$ cat src/rtl/uart_tx_sched_pkg.sv
// Shared definitions for the UART transmit scheduler: defaults, FSM states
// and a requester lane selector.
package uart_pkg;

  localparam int unsigned N_REQ_DEF     = 4;
  localparam int unsigned START_TMO_DEF = 16;
  localparam int unsigned MAX_RETRY_DEF = 3;
  localparam int unsigned HOLD_TMO_DEF  = 64;

  typedef enum logic [2:0] {
    S_IDLE,
    S_LOAD,
    S_WAIT_BUSY,
    S_WAIT_DONE,
    S_ACK,
    S_HOLD
  } state_t;

  function automatic logic [7:0] lane_byte(input logic [8*N_REQ_DEF-1:0] data,
                                           input logic [1:0]             idx);
    return data[{idx, 3'b000} +: 8];
  endfunction

endpackage

$ cat src/rtl/uart_tx_sched_if.sv
// Requester and UART-side signals of the transmit scheduler; master is the
// scheduler, slave is the environment (requesters plus UART transmitter).
interface uart_tx_sched_if;
  import uart_pkg::*;

  logic [N_REQ_DEF-1:0]   req;
  logic [8*N_REQ_DEF-1:0] req_data;
  logic [N_REQ_DEF-1:0]   req_last;
  logic [N_REQ_DEF-1:0]   req_ack;
  logic [7:0]             uart_idata;
  logic                   uart_newTxData;
  logic                   uart_txBusy;
  logic [1:0]             grant;
  logic                   grant_valid;
  logic                   drop_err;
  logic [1:0]             drop_id;

  modport master (
    input  req, req_data, req_last, uart_txBusy,
    output req_ack, uart_idata, uart_newTxData, grant, grant_valid, drop_err, drop_id
  );

  modport slave (
    output req, req_data, req_last, uart_txBusy,
    input  req_ack, uart_idata, uart_newTxData, grant, grant_valid, drop_err, drop_id
  );

endinterface

$ cat src/rtl/uart_tx_sched_rr_pick4.sv
// Four-way round-robin select: first asserted request after ptr, wrapping.
module rr_pick4 (
  input  logic [3:0] req,
  input  logic [1:0] ptr,
  output logic [1:0] idx,
  output logic       any
);

  // Scan lowest priority first so the highest-priority hit overwrites.
  always_comb begin
    idx = '0;
    any = |req;
    for (int unsigned k = 4; k > 0; k--) begin
      if (req[ptr + 2'(k)]) idx = ptr + 2'(k);
    end
  end

endmodule

$ cat src/rtl/uart_tx_sched.sv
// Packet-locking round-robin scheduler feeding one UART transmitter, with
// load retry/drop and an idle-hold timeout on locked packets.
module uart_tx_sched
  import uart_pkg::*;
#(
  parameter int unsigned N_REQ     = N_REQ_DEF,
  parameter int unsigned START_TMO = START_TMO_DEF,
  parameter int unsigned MAX_RETRY = MAX_RETRY_DEF,
  parameter int unsigned HOLD_TMO  = HOLD_TMO_DEF
) (
  input  logic            clk,
  input  logic            reset,
  uart_tx_sched_if.master bus
);

  localparam int unsigned TMO_MAX = (START_TMO > HOLD_TMO) ? START_TMO : HOLD_TMO;
  localparam int unsigned TMO_W   = $clog2(TMO_MAX + 1);
  localparam int unsigned RTY_W   = (MAX_RETRY > 0) ? $clog2(MAX_RETRY + 1) : 1;

  localparam logic [TMO_W-1:0] START_LIM = TMO_W'(START_TMO - 1);
  localparam logic [TMO_W-1:0] HOLD_LIM  = TMO_W'(HOLD_TMO - 1);
  localparam logic [RTY_W-1:0] RTY_LIM   = RTY_W'(MAX_RETRY);

  state_t             state_q, state_d;
  logic [1:0]         grant_q, grant_d;
  logic               gv_q, gv_d;
  logic [1:0]         rr_ptr_q, rr_ptr_d;
  logic [7:0]         idata_q, idata_d;
  logic               lock_q, lock_d;
  logic [RTY_W-1:0]   retry_q, retry_d;
  logic [TMO_W-1:0]   tmo_q, tmo_d;
  logic               new_tx_q, new_tx_d;
  logic [N_REQ-1:0]   ack_q, ack_d;
  logic               drop_err_q, drop_err_d;
  logic [1:0]         drop_id_q, drop_id_d;

  logic [1:0]         pick_idx;
  logic               pick_any;

  rr_pick4 u_pick (
    .req (bus.req),
    .ptr (rr_ptr_q),
    .idx (pick_idx),
    .any (pick_any)
  );

  // Every output is the flop image of a *_d value computed one cycle earlier,
  // so pulses are asserted on the edge that enters the state they belong to.
  always_comb begin
    state_d    = state_q;
    grant_d    = grant_q;
    gv_d       = gv_q;
    rr_ptr_d   = rr_ptr_q;
    idata_d    = idata_q;
    lock_d     = lock_q;
    retry_d    = retry_q;
    tmo_d      = tmo_q;
    new_tx_d   = 1'b0;
    ack_d      = '0;
    drop_err_d = 1'b0;
    drop_id_d  = drop_id_q;

    unique case (state_q)
      S_IDLE: begin
        if (pick_any) begin
          grant_d  = pick_idx;
          gv_d     = 1'b1;
          idata_d  = lane_byte(bus.req_data, pick_idx);
          lock_d   = bus.req_last[pick_idx];
          retry_d  = '0;
          tmo_d    = '0;
          new_tx_d = 1'b1;
          state_d  = S_LOAD;
        end
      end

      S_LOAD: begin
        if (tmo_q != '1) tmo_d = tmo_q + 1'b1;
        state_d = S_WAIT_BUSY;
      end

      S_WAIT_BUSY: begin
        if (bus.uart_txBusy) begin
          state_d = S_WAIT_DONE;
        end else if (tmo_q >= START_LIM) begin
          if (retry_q < RTY_LIM) begin
            retry_d  = retry_q + 1'b1;
            tmo_d    = '0;
            new_tx_d = 1'b1;
            state_d  = S_LOAD;
          end else begin
            drop_err_d      = 1'b1;
            drop_id_d       = grant_q;
            ack_d[grant_q]  = 1'b1;
            state_d         = S_ACK;
          end
        end else if (tmo_q != '1) begin
          tmo_d = tmo_q + 1'b1;
        end
      end

      S_WAIT_DONE: begin
        if (!bus.uart_txBusy) begin
          ack_d[grant_q] = 1'b1;
          state_d        = S_ACK;
        end
      end

      S_ACK: begin
        rr_ptr_d = grant_q;
        if (lock_q || drop_err_q) begin
          gv_d    = 1'b0;
          state_d = S_IDLE;
        end else begin
          // Hold counter measures cycles since the ACK cycle.
          tmo_d   = TMO_W'(1);
          state_d = S_HOLD;
        end
      end

      S_HOLD: begin
        if (bus.req[grant_q]) begin
          idata_d  = lane_byte(bus.req_data, grant_q);
          lock_d   = bus.req_last[grant_q];
          retry_d  = '0;
          tmo_d    = '0;
          new_tx_d = 1'b1;
          state_d  = S_LOAD;
        end else if (tmo_q >= HOLD_LIM) begin
          gv_d    = 1'b0;
          state_d = S_IDLE;
        end else if (tmo_q != '1) begin
          tmo_d = tmo_q + 1'b1;
        end
      end

      default: begin
        gv_d    = 1'b0;
        state_d = S_IDLE;
      end
    endcase
  end

  always_ff @(posedge clk or posedge reset) begin
    if (reset) begin
      state_q    <= S_IDLE;
      grant_q    <= '0;
      gv_q       <= 1'b0;
      rr_ptr_q   <= 2'd3;
      idata_q    <= '0;
      lock_q     <= 1'b0;
      retry_q    <= '0;
      tmo_q      <= '0;
      new_tx_q   <= 1'b0;
      ack_q      <= '0;
      drop_err_q <= 1'b0;
      drop_id_q  <= '0;
    end else begin
      state_q    <= state_d;
      grant_q    <= grant_d;
      gv_q       <= gv_d;
      rr_ptr_q   <= rr_ptr_d;
      idata_q    <= idata_d;
      lock_q     <= lock_d;
      retry_q    <= retry_d;
      tmo_q      <= tmo_d;
      new_tx_q   <= new_tx_d;
      ack_q      <= ack_d;
      drop_err_q <= drop_err_d;
      drop_id_q  <= drop_id_d;
    end
  end

  assign bus.req_ack        = ack_q;
  assign bus.uart_idata     = idata_q;
  assign bus.uart_newTxData = new_tx_q;
  assign bus.grant          = grant_q;
  assign bus.grant_valid    = gv_q;
  assign bus.drop_err       = drop_err_q;
  assign bus.drop_id        = drop_id_q;

endmodule

$ cat src/flat_wrapper.sv
// flat-port wrapper written by rule: the top's interface ports become plain ports
module uart_tx_sched_flat import uart_pkg::*;
#(
  parameter int unsigned N_REQ     = N_REQ_DEF,
  parameter int unsigned START_TMO = START_TMO_DEF,
  parameter int unsigned MAX_RETRY = MAX_RETRY_DEF,
  parameter int unsigned HOLD_TMO  = HOLD_TMO_DEF
)
  (clk, reset, bus_req, bus_req_data, bus_req_last, bus_uart_txBusy, bus_req_ack, bus_uart_idata, bus_uart_newTxData, bus_grant, bus_grant_valid, bus_drop_err, bus_drop_id);
  uart_tx_sched_if bus_i ();
  input  logic clk;
  input  logic reset;
  input wire logic [$bits(bus_i.req)-1:0] bus_req;
  input wire logic [$bits(bus_i.req_data)-1:0] bus_req_data;
  input wire logic [$bits(bus_i.req_last)-1:0] bus_req_last;
  input wire logic [$bits(bus_i.uart_txBusy)-1:0] bus_uart_txBusy;
  output wire logic [$bits(bus_i.req_ack)-1:0] bus_req_ack;
  output wire logic [$bits(bus_i.uart_idata)-1:0] bus_uart_idata;
  output wire logic [$bits(bus_i.uart_newTxData)-1:0] bus_uart_newTxData;
  output wire logic [$bits(bus_i.grant)-1:0] bus_grant;
  output wire logic [$bits(bus_i.grant_valid)-1:0] bus_grant_valid;
  output wire logic [$bits(bus_i.drop_err)-1:0] bus_drop_err;
  output wire logic [$bits(bus_i.drop_id)-1:0] bus_drop_id;
  assign bus_i.req = bus_req;
  assign bus_i.req_data = bus_req_data;
  assign bus_i.req_last = bus_req_last;
  assign bus_i.uart_txBusy = bus_uart_txBusy;
  assign bus_req_ack = bus_i.req_ack;
  assign bus_uart_idata = bus_i.uart_idata;
  assign bus_uart_newTxData = bus_i.uart_newTxData;
  assign bus_grant = bus_i.grant;
  assign bus_grant_valid = bus_i.grant_valid;
  assign bus_drop_err = bus_i.drop_err;
  assign bus_drop_id = bus_i.drop_id;
  uart_tx_sched #(.N_REQ(N_REQ), .START_TMO(START_TMO), .MAX_RETRY(MAX_RETRY), .HOLD_TMO(HOLD_TMO)) u_core (.clk(clk), .reset(reset), .bus(bus_i));
endmodule
$ cat config.mk
export PLATFORM = sky130hd
export DESIGN_NAME = uart_tx_sched_flat
export DESIGN_NICKNAME = d
export VERILOG_FILES = /design/src/rtl/uart_tx_sched_pkg.sv /design/src/rtl/uart_tx_sched_if.sv /design/src/rtl/uart_tx_sched_rr_pick4.sv /design/src/rtl/uart_tx_sched.sv /design/src/flat_wrapper.sv
export SDC_FILE = /design/constraint.sdc
export NUM_CORES = 1
export LEC_CHECK = 0
export ABC_AREA = 1
export BUFFER_PORTS_ARGS = -buffer_cell sky130_fd_sc_hd__clkbuf_2
export CORE_ASPECT_RATIO = 1.75
export CORE_MARGIN = 2
export CORE_UTILIZATION = 45
export CTS_CLUSTER_SIZE = 30
export DETAILED_ROUTE_END_ITERATION = 8
export MAX_ROUTING_LAYER = met4
export PLACE_DENSITY = 0.76
export SLEW_MARGIN = 20
export SYNTH_ARGS = -nofsm -noshare
export SYNTH_HDL_FRONTEND = slang
export SYNTH_SLANG_ARGS = --single-unit
export TNS_END_PERCENT = 30
$ cat constraint.sdc
create_clock -name clk -period 1.8 [get_ports clk]
set_input_delay 0.36 -clock clk [delete_from_list [all_inputs] [get_ports clk]]
set_output_delay 0.36 -clock clk [all_outputs]
set_load 0.005 [all_outputs]
Word level (Yosys, flattened, before mapping)
Index checks and enable logic that the tools add are counted.
{"block": "totals", "regBits": 34, "in_bits": 43, "out_inout_bits": 19}
{"block": "classes", "add_sub_neg": 5, "n_lt_le_gt_ge": 10, "n_eq_ne": 20, "n_shift": 2, "mux": 70, "bitwise_logic": 3, "reduce_logical": 15}
{"cell": "$shiftx 32x6->8", "count": 2}
{"cell": "$mux 7", "count": 8}
{"cell": "$pmux 7 s5", "count": 1}
{"cell": "$mux 3", "count": 8}
{"cell": "$mux 1", "count": 23}
{"cell": "$lt 2x3->1 const B", "count": 6}
{"cell": "$mux 2", "count": 9}
{"cell": "$pmux 3 s6", "count": 1}
{"cell": "$mux 4", "count": 4}
{"cell": "$mux 8", "count": 2}
{"cell": "$pmux 8 s2", "count": 1}
{"cell": "$bmux 1 s2", "count": 7}
{"cell": "$ne 2x1->1 const B", "count": 6}
{"cell": "$reduce_and 6->1", "count": 2}
{"cell": "$ne 2x2->1 const B", "count": 4}
{"cell": "$pmux 4 s2", "count": 1}
{"cell": "$reduce_and 4->1", "count": 2}
{"cell": "$add 7x1->7 const B", "count": 1}
{"cell": "$ge 7x4->1 const B", "count": 1}
{"cell": "$ge 7x6->1 const B", "count": 1}
{"cell": "$ne 7x7->1 const B", "count": 1}
{"cell": "$eq 3x2->1 const B", "count": 2}
{"cell": "$eq 3x3->1 const B", "count": 2}
{"cell": "$ne 3x2->1 const B", "count": 2}
{"cell": "24 further kinds", "count": 28}

Logic depth before layout (Yosys ltp)
{"block": "depth", "ltp_word": 10, "mapped_depth": 17}

Modules after synthesis
From an unflattened synthesis, not the netlist that was laid out.
{"block": "unflattened", "cells_unflattened": 416, "hier_area_um2": 2645.0}
{"module": "uart_tx_sched", "instances": 1, "cells_each": 365, "area_per_inst_um2": 2378.5, "seq_area_each_um2": 853.3}
{"module": "rr_pick4", "instances": 1, "cells_each": 51, "area_per_inst_um2": 266.5, "seq_area_each_um2": 0.0}

Least setup slack after synthesis
No wires, ideal clock.
{"block": "synth_timing", "kind": "register to register", "from": "register u_core.rr_ptr_q[0]", "to": "register u_core.idata_q[0] (netlist: u_core.bus.uart_idata[0])", "setup_ps": 117, "arrival_ps": 1704, "t_required_ps": 1683, "setup_slack_ps": -21, "path_stages_with_launch": 18, "cell_sequence": "dfstp_2 buf_6 inv_8 nand2_1 nand2_2 nand2_2 nand2_2 nand2_4 nand2_2 nand2_4 nand3_4 nand2_4 buf_12 nand2_2 nand3_1 nand2_1 nand2_1 nand2_1"}
{"block": "synth_between", "elab_chain_cells": 9, "elab_cells_between_ends": 18, "cone_classes": "3 x add/sub; 1 x shift; 14 x mux"}
{"item": "from (decl)", "line": "uart_tx_sched.sv:27", "text": "logic [1:0] rr_ptr_q, rr_ptr_d;"}
{"item": "from (signal assigned)", "line": "uart_tx_sched.sv:162", "text": "rr_ptr_q <= rr_ptr_d;"}
{"item": "$add 2x2->2 or $bmux 1 s2 (tied branches)", "line": "uart_tx_sched_rr_pick4.sv:14", "text": "if (req[ptr + 2'(k)]) idx = ptr + 2'(k);"}
{"item": "$bmux 1 s2 or $mux 1 (tied branches)", "line": "uart_tx_sched_rr_pick4.sv:14"}
{"item": "$mux 1 (not written as such) or $mux 2 (tied branches)", "line": "uart_tx_sched_rr_pick4.sv:14"}
{"item": "$mux 2 (2 in a row)", "line": "uart_tx_sched_rr_pick4.sv:14"}
{"item": "$mux 2 *", "line": "uart_tx_sched_rr_pick4.sv:14"}
{"item": "$shiftx 32x6->8 *", "line": "uart_tx_sched_pkg.sv:21", "text": "return data[{idx, 3'b000} +: 8];"}
{"item": "$mux 8 *", "line": "uart_tx_sched.sv:65", "text": "if (pick_any) begin"}
{"item": "$pmux 8 s2 *", "line": "uart_tx_sched.sv:63", "text": "unique case (state_q)"}
{"item": "to (signal assigned)", "line": "uart_tx_sched.sv:163", "text": "idata_q <= idata_d;"}
{"item": "to (decl)", "line": "uart_tx_sched.sv:28", "text": "logic [7:0] idata_q, idata_d;"}
Mark *: on every way between the ends. The rest lies on a longest branch, timed or not. The select of a mux whose other input is x is not followed.
A chain may end at the register's enable or synchronous reset.

Final worst setup path
{"block": "layout_timing", "from": "register u_core.rr_ptr_q[0]", "to": "register u_core.idata_q[7] (netlist: u_core.bus.uart_idata[7])"}
The elaborated chain is that of the path after synthesis.

==> flow_summary_export.csv <==
group,metric,value,unit
pwr,peakVddDrop,0.000973,V
setup_path,reg2reg_slack,-0.05,ns
placement,preCtsSetupSlack,-0.0950,ns
global_routing,antenna_found_initial,0,
sta,min_period,1.85,ns
cts,htree_levels,2,
route,via_count,2647,
sta,hold_viol,0,
logic_synthesis,synth.avg_cell_area,6.82,um^2
min_path,min_path_type,"primary input to asynchronous set/reset pin",
setup_path,cp-startpoint,"u_core.rr_ptr_q[0]$_DFFE_PP1P_",
cts,cts.sinks,34,
route,ant_nets,0,
logic_synthesis,syn_inst,359,
logic_synthesis,ys_ff_latch,34,
logic_synthesis,ys.flop_type,"dfrtp_1",
cells_and_area,drive_above_1_share,39.0,%
route,wl,6480,um
die,io_pins,62,
global_routing,track_usage,23.1,%
setup_path,path_common_cell,"nand2_2",
status,status,"finished with violations",
cells_and_area,fin_cells,516,
setup_path,crit_family,"simple AND/OR/NAND/NOR gates",
setup_path,path_class,"register to register",
cells_and_area,fin_nets,505,
sta,slew_headroom,71.9,%
logic_synthesis,yosys.area.top_type,"dfrtp_1",
global_routing,grt-ovfl-total,0,
logic_synthesis,yosys_warnings,0,
logic_synthesis,seq_area_frac_synth,34.9,%
setup_path,timing.rr.start,"u_core.rr_ptr_q[0]$_DFFE_PP1P_",
setup_path,rr_endpoint,"u_core.bus.uart_idata[7]$_DFFE_PP0P_",
cts,numCtsBuffers,5,
logic_synthesis,synth.area.top_cells,"dfrtp_1 33%, nand2_1 15%, nand3_1 10%, inv_1 8.1%, nand2_2 5.6%",
sta,rsz0062_at_grt,"yes",
logic_synthesis,syn_nets,404,
die,start_util,46.6,%
die,placementRows,35,
cts,clk_pin_slew_worst_paths,0.08,ns
logic_synthesis,yosys-top-cells-count,"99 x nand2_1, 53 x inv_1, 49 x nand3_1",
setup_path,cp.arrival,2.03,ns
pwr,power_density,1810,mW/mm^2
global_routing,grt_pass1_wl,10600,um
global_routing,grt_max_degree,35,
sta,setup_ws,-0.0528,ns
setup_path,crit_path_end_kind,"register",
sta,skew,0.0144,ns
route,drt-initial-drc-count,78,
cts,cts_hold_buf,0,
logic_synthesis,synth_top_area_share,32.7,%
cts,root_buffer,"clkbuf_8",
sta,setup_tns,-0.254,ns
die,die_width,59.7,um
cts,clkLatencyLatePin,0.29,ns
sta,period_share,103,%
cts,cts_tree,"built",
logic_synthesis,synth-edff-count,0,
logic_synthesis,synth.most_common_cell,"nand2_1",
placement,place_congestion,0.970,
die,die_h,102,um
setup_path,worstPathMaxFanout,16,
global_routing,grt_pass1_vias,2508,
sta,fmax,540,MHz
route,firstDrtPassIters,5,
cells_and_area,n_antenna_cell,0,
cts,clockBufferDepth,2,
die,die_area,0.00607,mm^2
cells_and_area,synthToLayoutAreaGrowth,36.7,%
setup_path,critPathBufInv,3,
placement,post-place-cells,504,
sta,worst_pin_slew,0.422,ns
placement,hpwl,5170,um
status,violations,"setup timing",
placement,port_buffers,61,
setup_path,slowest_stage,"dfstp_2",
setup_path,ff2ff_path_depth,15,
logic_synthesis,synthArstFlopShare,100,%
setup_path,worst-path-stages,15,
setup_path,required,1.98,ns
setup_path,timing.critical_path.to,"u_core.bus.uart_idata[7]$_DFFE_PP0P_",
logic_synthesis,synth_area,0.00245,mm^2
setup_path,cp-start-kind,"register",
pwr,p_leak,1.89,nW
route,viasPerCell,5.13,
flow_run,cap_viol_max_count,0,
sta,maxSlewViolCount,0,
die,core,0.00526,mm^2
route,wl_per_cell,12.6,um
setup_path,crit_chain,"buf_12 > inv_8 > nand2_2 > nand2_2 > nand2_2 > nand2_2 > nand2_4 > nand2_2 > nand2_4 > nand3_4 > buf_12 > nand3_1 > nand3_1 > nand3_1 > nand2_1",
sta,setup_viol,8,
route,remaining_drc_errors,0,
logic_synthesis,synth.distinct_cells,35,
setup_path,critPathMaxStageDelay,0.57,ns
[through the flow]
stage	total power, W	instance area, um^2	utilization [%]	hold WS [ns]
after floorplan	0.00371	2450	-	0.438
after detailed placement	0.00485	3040	57.8	0.459
final	0.00607	3340	63.6	0.127
after global routing	0.00659	3340	63.6	0.162
after global placement	0.00478	3040	57.8	0.449
after CTS	0.00593	3270	62.2	0.144
[routing by layer]
metal | vias up | part of all wire [%] | global-route usage (%)
met3 | 18 | 4.2 | 4.21
met5 | - | 0 | -
li1 | 1342 | - | -
met4 | 0 | 2.7 | 9.40
met1 | 1194 | 37 | 23.3
met2 | 93 | 56 | 41.8
[timing repair]
item                                    4_1_cts  5_1_grt
setup buffers                                 4        0
endpoints found under the setup margin       17       28
pin swaps                                     2        5
resized for setup                            12       24
[kinds of logic after synthesis]
family	after synthesis	synth area share, %
AO/OA/AOI/OAI	31	7.82
XOR/XNOR	1	0.358
adder cells (fa/ha/maj)	2	1.02
buffers and inverters	69	12.3
flip-flops	34	34.9
multiplexers	1	0.460
AND/OR/NAND/NOR	221	43.1
[sequential cells by signal, indices dropped and copies added (netlist names)]
signal                     flops
u_core.bus.drop_id             2
u_core.tmo_q                   7
u_core.bus.grant_valid         1
u_core.bus.uart_idata          8
u_core.rr_ptr_q                2
u_core.bus.drop_err            1
u_core.state_q                 3
u_core.bus.grant               2
u_core.bus.req_ack             4
u_core.retry_q                 2
u_core.bus.uart_newTxData      1
u_core.lock_q                  1
[area by class of cell]
class / count / area, um^2
sequential: 34 / 853
timing repair buffer: 99 / 619
clock inverter: 2 / 60.1
clock buffer: 6 / 82.6
fill: 477 / 1910
inverter: 64 / 250
multi-input combinational: 256 / 1410
tap: 55 / 68.8
[how the worst min path moves through the flow]
stage                     from                             to  slack (ns)
6_report                 reset    u_core.tmo_q[4]$_DFFE_PP0P_        0.13
5_1_grt                  reset    u_core.tmo_q[4]$_DFFE_PP0P_        0.16
4_1_cts                  reset    u_core.tmo_q[4]$_DFFE_PP0P_        0.14
3_5_place_dp             reset    u_core.tmo_q[4]$_DFFE_PP0P_        0.46
3_3_place_gp             reset    u_core.tmo_q[4]$_DFFE_PP0P_        0.45
2_1_floorplan  bus_uart_txBusy  u_core.bus.drop_err$_DFF_PP0_        0.44
[tightest hold or removal path: cells and delay by family]
family	cells	cell delay, ns
buf+inv	3	0.49
[cells in the final DEF (no fill, tap or decap), drive strengths merged]
cell type and instances:
dfrtp 32, a41oi 1, nor3 11, a31oi 2
buf 38, or2 1, clkbuf 67, nor2 25
o31ai 1, a21oi 7, inv 64, o21bai 1
a22o 1, nand2 124, nand3 52, o21ai 15
bufinv 2, nand3b 3, xor2 1, o211ai 1
mux2 1, o22ai 1, dfstp 2, nand4 4
nor4 1, ha 2, o2111ai 1
[power by group]
| group | switching [W] | internal (W) | leakage (nW) |
|---|---|---|---|
| sequential | 0.000205 | 0.00103 | 0.431 |
| clock | 0.000285 | 0.000591 | 0.0714 |
| combinational | 0.00228 | 0.00168 | 1.39 |
No activity file was read; power rests on OpenSTA's default activity.
